==> src/rtl/playback_pkg.sv <==
// Shared types for the flash-playback address controller.
//   state_t : controller FSM states (PAUSE, WAIT, READ)
//   DIR_FW / DIR_BW : encodings of the dir output
package playback_pkg;

    typedef enum logic [1:0] {
        PAUSE = 2'd0,  // stopped, address held
        WAIT  = 2'd1,  // playing, waiting for the next sample_tick
        READ  = 2'd2   // mem_req high, waiting for mem_ack
    } state_t;

    localparam logic DIR_FW = 1'b0;
    localparam logic DIR_BW = 1'b1;

endpackage

==> src/rtl/playback_addr_step.sv <==
// Combinational next-address calculator with bidirectional wrap-around.
//   addr      in  ADDR_W  current address
//   dir       in  1       DIR_FW / DIR_BW
//   next_addr out ADDR_W  address after one STEP in direction dir
//   wrap      out 1       high when the wrap branch was taken
module playback_addr_step
    import playback_pkg::*;
#(
    parameter int unsigned           ADDR_W     = 23,
    parameter logic [ADDR_W-1:0]     START_ADDR = '0,
    parameter logic [ADDR_W-1:0]     END_ADDR   = 23'h7FFFF,
    parameter int unsigned           STEP       = 1
) (
    input  logic [ADDR_W-1:0] addr,
    input  logic              dir,
    output logic [ADDR_W-1:0] next_addr,
    output logic              wrap
);

    // One extra bit so neither END-STEP nor addr+STEP can overflow.
    localparam logic [ADDR_W:0] START_W  = {1'b0, START_ADDR};
    localparam logic [ADDR_W:0] END_W    = {1'b0, END_ADDR};
    localparam logic [ADDR_W:0] STEP_W   = (ADDR_W+1)'(STEP);
    localparam logic [ADDR_W:0] FW_LIMIT = END_W - STEP_W;
    localparam logic [ADDR_W:0] BW_LIMIT = START_W + STEP_W;

    logic [ADDR_W:0] addr_w;
    logic [ADDR_W:0] sum_w;

    always_comb begin
        addr_w = {1'b0, addr};
        sum_w  = addr_w;
        wrap   = 1'b0;
        if (dir == DIR_FW) begin
            if (addr_w > FW_LIMIT) begin
                sum_w = START_W;
                wrap  = 1'b1;
            end else begin
                sum_w = addr_w + STEP_W;
            end
        end else begin
            if (addr_w < BW_LIMIT) begin
                sum_w = END_W;
                wrap  = 1'b1;
            end else begin
                sum_w = addr_w - STEP_W;
            end
        end
        next_addr = sum_w[ADDR_W-1:0];
    end

endmodule

==> src/rtl/playback_addr_ctrl.sv <==
// Flash-playback address controller: turns keyboard pulses into a sample
// address that advances once per acknowledged flash read.
//   clk, rst_n            clock, async active-low reset
//   key_e/d/f/b/r         play / pause / forward / backward / restart pulses
//   sample_tick           audio-rate pulse; starts a read while playing
//   mem_ack, mem_req      flash read handshake
//   addr, dir, playing    current address, direction, playing status
//   sample_valid, wrapped, overrun   single-cycle event pulses
//   dbg_state             current FSM state
//
// Handshake: mem_req rises the cycle after an accepted sample_tick and is a
// level held until mem_ack is sampled high; addr does not change while
// mem_req is high. mem_ack is a one-cycle pulse and is ignored unless a
// request is outstanding. The read is never abandoned except by reset.
module playback_addr_ctrl
    import playback_pkg::*;
#(
    parameter int unsigned           ADDR_W     = 23,
    parameter logic [ADDR_W-1:0]     START_ADDR = '0,
    parameter logic [ADDR_W-1:0]     END_ADDR   = 23'h7FFFF,
    parameter int unsigned           STEP       = 1
) (
    input  logic              clk,
    input  logic              rst_n,
    input  logic              key_e,
    input  logic              key_d,
    input  logic              key_f,
    input  logic              key_b,
    input  logic              key_r,
    input  logic              sample_tick,
    input  logic              mem_ack,
    output logic              mem_req,
    output logic [ADDR_W-1:0] addr,
    output logic              dir,
    output logic              playing,
    output logic              sample_valid,
    output logic              wrapped,
    output logic              overrun,
    output state_t            dbg_state
);

    state_t            state_q, state_d;
    logic [ADDR_W-1:0] addr_q, addr_d;
    logic              dir_q, dir_d;
    logic              pause_pend_q, pause_pend_d;
    logic              restart_pend_q, restart_pend_d;
    logic              mem_req_q, playing_q;
    logic              sample_valid_q, sample_valid_d;
    logic              wrapped_q, wrapped_d;
    logic              overrun_q, overrun_d;

    logic              restart_req, pause_req, play_req;
    logic [ADDR_W-1:0] restart_addr;
    logic [ADDR_W-1:0] step_addr;
    logic              step_wrap;

    // Only the highest-priority of r > d > e acts in a given cycle.
    assign restart_req = key_r;
    assign pause_req   = key_d & ~key_r;
    assign play_req    = key_e & ~key_d & ~key_r;

    // Simultaneous forward+backward cancel out and keep the old direction.
    always_comb begin
        dir_d = dir_q;
        if (key_f && !key_b) dir_d = DIR_FW;
        else if (key_b && !key_f) dir_d = DIR_BW;
    end

    // Restart follows the direction that will be in force next cycle.
    assign restart_addr = (dir_d == DIR_BW) ? END_ADDR : START_ADDR;

    playback_addr_step #(
        .ADDR_W     (ADDR_W),
        .START_ADDR (START_ADDR),
        .END_ADDR   (END_ADDR),
        .STEP       (STEP)
    ) u_step (
        .addr      (addr_q),
        .dir       (dir_q),
        .next_addr (step_addr),
        .wrap      (step_wrap)
    );

    always_comb begin
        state_d        = state_q;
        addr_d         = addr_q;
        pause_pend_d   = pause_pend_q;
        restart_pend_d = restart_pend_q;
        sample_valid_d = 1'b0;
        wrapped_d      = 1'b0;
        overrun_d      = 1'b0;
        unique case (state_q)
            PAUSE: begin
                if (restart_req)   addr_d  = restart_addr;
                else if (play_req) state_d = WAIT;
            end
            WAIT: begin
                if (restart_req)    addr_d  = restart_addr;
                else if (pause_req) state_d = PAUSE;
                // A pause in the same cycle as a tick wins over the read.
                if (sample_tick && !pause_req) state_d = READ;
            end
            READ: begin
                if (sample_tick) overrun_d = 1'b1;
                if (mem_ack) begin
                    sample_valid_d = 1'b1;
                    // Pending (or same-cycle) keys are folded into the ack.
                    if (restart_pend_q || restart_req) begin
                        addr_d = restart_addr;
                    end else begin
                        addr_d    = step_addr;
                        wrapped_d = step_wrap;
                    end
                    state_d        = (pause_pend_q || pause_req) ? PAUSE : WAIT;
                    pause_pend_d   = 1'b0;
                    restart_pend_d = 1'b0;
                end else begin
                    if (restart_req) restart_pend_d = 1'b1;
                    if (pause_req)   pause_pend_d   = 1'b1;
                end
            end
            default: state_d = PAUSE;
        endcase
    end

    always_ff @(posedge clk or negedge rst_n) begin
        if (!rst_n) begin
            state_q        <= PAUSE;
            addr_q         <= START_ADDR;
            dir_q          <= DIR_FW;
            pause_pend_q   <= 1'b0;
            restart_pend_q <= 1'b0;
            mem_req_q      <= 1'b0;
            playing_q      <= 1'b0;
            sample_valid_q <= 1'b0;
            wrapped_q      <= 1'b0;
            overrun_q      <= 1'b0;
        end else begin
            state_q        <= state_d;
            addr_q         <= addr_d;
            dir_q          <= dir_d;
            pause_pend_q   <= pause_pend_d;
            restart_pend_q <= restart_pend_d;
            mem_req_q      <= (state_d == READ);
            playing_q      <= (state_d != PAUSE);
            sample_valid_q <= sample_valid_d;
            wrapped_q      <= wrapped_d;
            overrun_q      <= overrun_d;
        end
    end

    assign mem_req      = mem_req_q;
    assign addr         = addr_q;
    assign dir          = dir_q;
    assign playing      = playing_q;
    assign sample_valid = sample_valid_q;
    assign wrapped      = wrapped_q;
    assign overrun      = overrun_q;
    assign dbg_state    = state_q;

endmodule

==> config.mk <==
export PLATFORM = sky130hd
export DESIGN_NAME = playback_addr_ctrl
export DESIGN_NICKNAME = d
export VERILOG_FILES = /design/src/rtl/playback_pkg.sv /design/src/rtl/playback_addr_step.sv /design/src/rtl/playback_addr_ctrl.sv
export SDC_FILE = /design/constraint.sdc
export NUM_CORES = 1
export LEC_CHECK = 0
export ABC_AREA = 1
export BUFFER_PORTS_ARGS = -buffer_cell sky130_fd_sc_hd__buf_4
export CAP_MARGIN = 20
export CORE_MARGIN = 10
export CORE_UTILIZATION = 52
export CTS_BUF_LIST = sky130_fd_sc_hd__clkbuf_4 sky130_fd_sc_hd__clkbuf_8
export DETAILED_ROUTE_END_ITERATION = 6
export PLACE_DENSITY_LB_ADDON = 0.05
export SYNTH_ARGS = -nofsm -noshare
export SYNTH_HDL_FRONTEND = slang
export SYNTH_HIERARCHICAL = 1
export SYNTH_SLANG_ARGS = --single-unit
==> constraint.sdc <==
create_clock -name clk -period 1.64 [get_ports clk]
set_input_delay 0.246 -clock clk [delete_from_list [all_inputs] [get_ports clk]]
set_output_delay 0.246 -clock clk [all_outputs]
set_load 0.01 [all_outputs]
After elaboration in Yosys (flattened, before gate mapping)
Cells that the tools add are included.

Order comparisons: 2. Bitwise operators: 5. Equality and inequality tests: 5. Muxes and demuxes: 32. Add/sub/neg operators: 2. Reduce and logical (&&, ||, !) cells: 17.

Operators by type and width (count): 2-to-1 mux 23 bit (6); one-hot mux 23 bit (2 select lines) (1); adder 23 x 1 -> 23 bit, second input constant (1); > comparator 23 x 19 -> 1 bit, second input constant (1); < comparator 23 x 1 -> 1 bit, second input constant (1); subtractor 23 x 1 -> 23 bit, second input constant (1); 2-to-1 mux 19 bit (1); 2-to-1 mux 1 bit (17); 2-to-1 mux 2 bit (6); nonzero test 2 bit (4); one-hot mux 2 bit (3 select lines) (1); == test 2 bit, second input constant (2); AND reduction 2 bit (2); bitwise AND 1 bit (3); logical AND 1 bit (3); zero test 1 bit (3); AND reduction 3 bit (1); == test 2 x 1 -> 1 bit, second input constant (1); zero test 2 bit (1); logical OR 1 bit (2); != test 2 x 1 -> 1 bit, second input constant (1); != test 2 bit, second input constant (1); inverter 1 bit (2); OR reduction 2 bit (1).

Output and inout bits: 31. Logic and storage cells: 73. Bits in registers: 33.

Logic depth before layout (Yosys ltp)
Word-level depth: 8. Depth in mapped cells: 15. Gate-level depth less buffers: 14.

Hierarchy
Netlist, hierarchy kept.

Modules (own cells, without submodules): playback_addr_step (area each 1574.0 µm², times used 1, sequential area each 0.0 µm², cells each 324); playback_addr_ctrl (area each 1567.8 µm², times used 1, sequential area each 825.8 µm², cells each 194).

Worst setup path before layout
OpenSTA, ideal clock, no wires.

Path type: flip-flop to flip-flop. Start: register addr_q[11], in the netlist addr[11]. End: register addr_q[8], in the netlist addr[8]. Clock period less this slack: 1.732 ns. Buffers on the path: 2. Stages on the path, launching flop included: 14. Slack: -0.092 ns. Required time: 1.523 ns. Setup time: 0.117 ns. Data arrival time: 1.615 ns. Cell sequence: dfrtp_1 > buf_2 > nand2_1 > nor2_1 > nand2_2 > o21bai_4 > nand2_4 > buf_12 > nand3_2 > nand2_1 > inv_1 > nand2_1 > nand3_1 > nand2_1.

Word-level cells in the longest chain between the ends: 6. Elaborated cells between the ends (all ways): 8. Classes of those cells: 2 x order compare; 6 x mux.

Ends and longest elaborated chain: start: declaration (line playback_addr_ctrl.sv:43) `logic [ADDR_W-1:0] addr_q, addr_d;`; start signal: assignment (line playback_addr_ctrl.sv:140) `addr_q <= addr_d;`; > comparator 23 x 19 -> 1 bit / < comparator 23 x 1 -> 1 bit (equally long branches) (line playback_addr_step.sv:35, playback_addr_step.sv:42); 2-to-1 mux 23 bit (on tied branches) (line playback_addr_step.sv:35, playback_addr_step.sv:42); 2-to-1 mux 23 bit (*) (line playback_addr_step.sv:34) `if (dir == DIR_FW) begin`; net step_addr[8] (line playback_addr_ctrl.sv:54) `logic [ADDR_W-1:0] step_addr;`; 2-to-1 mux 23 bit (*) (line playback_addr_ctrl.sv:108) `if (restart_pend_q || restart_req) begin`; 2-to-1 mux 23 bit (*) (line playback_addr_ctrl.sv:105) `if (mem_ack) begin`; one-hot mux 23 bit (2 select lines) (*) (line playback_addr_ctrl.sv:92) `unique case (state_q)`.

Mark *: on every way through the listed nets, which the timed path passes. The rest lies on a longest branch. The select of a mux whose other input is x is not followed. A chain may end at the register's enable or synchronous reset.

Final worst setup path
Start: register addr_q[1], in the netlist addr[1]. End: register addr_q[18], in the netlist addr[18].

Word-level cells in the longest chain between the ends: 6. Elaborated cells between the ends (all ways): 10. Classes of those cells: 2 x add/sub; 2 x order compare; 6 x mux.

Ends and longest elaborated chain: adder 23 x 1 -> 23 bit, or another cell as far along (line playback_addr_step.sv:39) `sum_w = addr_w + STEP_W;`; 2-to-1 mux 23 bit (on tied branches) (line playback_addr_step.sv:35, playback_addr_step.sv:42); 2-to-1 mux 23 bit (*) (line playback_addr_step.sv:34); net step_addr[18] (line playback_addr_ctrl.sv:54); 2-to-1 mux 23 bit (*) (line playback_addr_ctrl.sv:108); 2-to-1 mux 23 bit (*) (line playback_addr_ctrl.sv:105); one-hot mux 23 bit (2 select lines) (*) (line playback_addr_ctrl.sv:92).

Marked as above.

==> impl_metrics.py <==
metrics = {
    "layout": {
        "design_area_sq_mm": 0.00440,
        "final_nets": 643,
        "fin_util_pct": 74.8,
        "syn_to_final_growth_pct": 40.2,
        "drive_gt1_share_pct": 36.2,
        "instances_no_fill": 707,
        "antennaDiodeCount": 0,
    },
    "floorplan": {
        "io_pins": 40,
        "die_h_microns": 97.7,
        "core-area_sq_mm": 0.00589,
        "num_rows": 28,
        "start_util_pct": 53.4,
        "dieArea_sq_mm": 0.00955,
        "die-width_microns": 97.7,
    },
    "yosys": {
        "syn_nets": 530,
        "synth_xor_area_share_pct": 4.46,
        "synth_flop_cell": "dfrtp_1",
        "syn_area_sq_mm": 0.00314,
        "synth_top_area_cell": "dfrtp_1",
        "synth_edf_count": 0,
        "post_synth.cell_area_avg_sq_um": 6.07,
        "synthAdderAreaFrac_pct": 1.19,
        "yosys_warnings": 6,
        "synth_area_leaders": "dfrtp_1, nand2_1, nand3_1",
        "syn_inst": 518,
        "synth_top_family_by_area": "simple AND/OR/NAND/NOR gates",
        "synth.distinct_cells": 29,
        "synth_mux_area_share_pct": 0,
        "synth_seq_cells": 33,
        "synth-simple-area-share_pct": 52.5,
        "synth_compound_area_share_pct": 3.15,
        "yosysSeqAreaShare_pct": 26.3,
        "ys_async_sr_fraction_pct": 100,
        "synth.top_cell.area_share_pct": 26.3,
    },
    "worst_setup_path": {
        "critical_path_class": "flop to flop",
        "worstSetupEndpointType": "flop",
        "worst_setup_path_start_kind": "flop",
        "worstPathMaxFanout": 6,
        "crit_start": "addr[1]$_DFFE_PN0P_",
        "worstPathRequired_ns": 1.84,
        "crit_arrival_ns": 1.94,
        "reg2reg_from": "addr[1]$_DFFE_PN0P_",
    },
    "route": {
        "first_pass_iters": 5,
        "totalWireLength_microns": 10600,
        "num_vias": 3789,
        "ant_nets": 0,
        "wl_per_cell_microns": 15.0,
        "drt-vias-per-instance": 5.36,
        "dr.first_iter.drc_count": 324,
        "drc": 0,
    },
    "clock_network": {
        "clock-sinks": 33,
        "clk_pin_slew_ns": 0.08,
        "clockBufferDepth": 2,
        "htree_levels": 2,
        "clock_latency_ns": 0.31,
        "cts_root_buf": "clkbuf_8",
        "cts_tree": "built",
        "numCtsBuffers": 5,
    },
    "place": {
        "preCtsSetupSlack_ns": -0.164,
        "postPlaceCellArea_sq_mm": 0.00393,
        "placed_cells": 684,
        "io_buffers": 39,
        "dp_hpwl_microns": 7080,
        "routabilityCongestion": 0.993,
    },
    "global_route": {
        "track_usage_pct": 21.0,
        "antenna_found_initial": 0,
        "grt_max_degree": 34,
        "grt_pass1_vias": 3613,
        "grt_overflow": 0,
        "grt_pass1_wl_microns": 17200,
    },
    "timing": {
        "maxSlewHeadroom_pct": 70.4,
        "worst_slack_ns": -0.0961,
        "fin_skew_ns": 0.00232,
        "worstMarginPinSlew_ns": 0.445,
        "rsz0062_at_grt": "true",
        "min_period_over_period_pct": 106,
        "holdWs_ns": 0.196,
        "fin_crit_ns": 1.74,
        "fmax_mhz": 576,
        "maxSlewViolCount": 0,
        "finalSetupViolations": 22,
        "hold_viol": 0,
    },
    "worst_hold_path": {
        "hold_class": "primary input to flop",
        "hold_start": "sample_tick",
    },
    "flow_run": {
        "maxCapViolCount": 0,
    },
    "run_status": {
        "status": "finished with violations",
        "violations": "setup timing",
    },
    "power": {
        "ir_worst_vdd_mv": 0.731,
        "p_per_area_mw_per_mm2": 1020,
        "leakage_nw": 2.31,
    },
}
==> synthesized netlist by cell type (2+ instances only) <==
cell type,instances
xor2_1,15
buf_4,2
clkbuf_1,2
nand4_1,2
nand2_2,10
nand2_1,190
nand2_4,3
nor2_2,7
nand3_2,11
inv_1,60
buf_6,7
a21oi_1,2
inv_2,3
nor2_4,3
nand3_1,68
nor2_1,64
buf_2,5
or2_2,3
ha_1,3
nor3_1,7
dfrtp_1,33
o21ai_0,11
==> cell usage in the layout (no fill, tap or decap), types with 2 or more instances in the layout <==
cell type / synthesis / routed
a21oi_1: 2 / 2
buf_12: 1 / 2
buf_4: 2 / 117
clkbuf_8: 0 / 5
dfrtp_1: 33 / 22
dfrtp_2: 0 / 11
inv_1: 60 / 57
inv_2: 3 / 6
nand2_1: 190 / 180
nand2_2: 10 / 17
nand2_4: 3 / 6
nand2_8: 0 / 3
nand3_1: 68 / 63
nand3_2: 11 / 16
nand4_1: 2 / 2
nor2_1: 64 / 41
nor2_2: 7 / 21
nor2_4: 3 / 12
nor3_1: 7 / 4
nor3_2: 0 / 3
o21ai_0: 11 / 7
o21ai_1: 0 / 4
or2_2: 3 / 3
xor2_1: 15 / 15
==> power breakdown <==
group | total (mW) | internal [mW] | switching, mW
Clock | 0.829 | 0.455 | 0.373
Combinational | 2.43 | 1.08 | 1.35
Sequential | 1.24 | 0.979 | 0.265
==> sequential cells by signal (all words and copies together), names as in the netlist <==
register and flops:
addr 23, dbg_state 2, dir 1, mem_req 1, overrun 1, pause_pend_q 1
playing 1, restart_pend_q 1, sample_valid 1, wrapped 1
==> logic make-up after synthesis <==
kind of cell    after synthesis
fa+ha+maj                     3
buf+inv                      81
flops                        33
compound gates               16
simple gates                369
xor+xnor                     16
==> worst paths after layout <==
path / cells after the start / end / slack (ns)
max: 12 / addr[18]$_DFFE_PN0P_ / -0.1
min: 3 / overrun$_DFF_PN0_ / 0.20
max reg2reg: 12 / addr[18]$_DFFE_PN0P_ / -0.1
min reg2reg: 2 / pause_pend_q$_DFFE_PN0P_ / 0.53
max in group asynchronous: 2 / addr[2]$_DFFE_PN0P_ / 0.89
min in group asynchronous: 2 / addr[11]$_DFFE_PN0P_ / 0.41
==> worst max-delay path: stages, from the launching register on <==
cell	delay, ns
dfrtp_2	0.46
nand2_1	0.13
nor2_1	0.14
nand3_2	0.11
o21bai_4	0.19
buf_12	0.16
nand2_8	0.07
nand3_1	0.10
nand2_1	0.05
inv_1	0.05
nand2_1	0.05
nand3_1	0.08
nand2_1	0.05
==> final cells by class <==
cell class	count	area, sq um
clock buffer	5	68.8
tap	75	93.8
multi-input combinational	407	2180
clock inverter	3	46.3
sequential	33	840
fill	472	1480
timing repair buffer	120	928
inverter	64	243
==> per-stage QoR <==
step	total power [mW]	setup TNS, ns
2_1_floorplan	2.44	-0.00150
3_3_place_gp	3.32	-2.46
3_5_place_dp	3.36	-2.54
4_1_cts	4.37	-0.636
5_1_grt	4.79	-4.35
6_report	4.50	-1.63
==> metal layers <==
metal	vias to the layer above	wire, microns	track usage, %
met2	193	5180	37.7
met1	1732	4350	25.0
met4	0	281	6.04
met3	39	771	3.52
met5	-	0	0
li1	1825	-	-
==> timing repair <==
action                                  in CTS  in global routing
resized for setup                           49                 18
setup buffers                                7                  4
endpoints found under the setup margin      23                 24
pin swaps                                   12                  5
hold buffers                                 1                  0
endpoints found under the hold margin       33                  0
gates cloned                                 3                  0
Note: power is estimated with default switching activity, not from simulation.
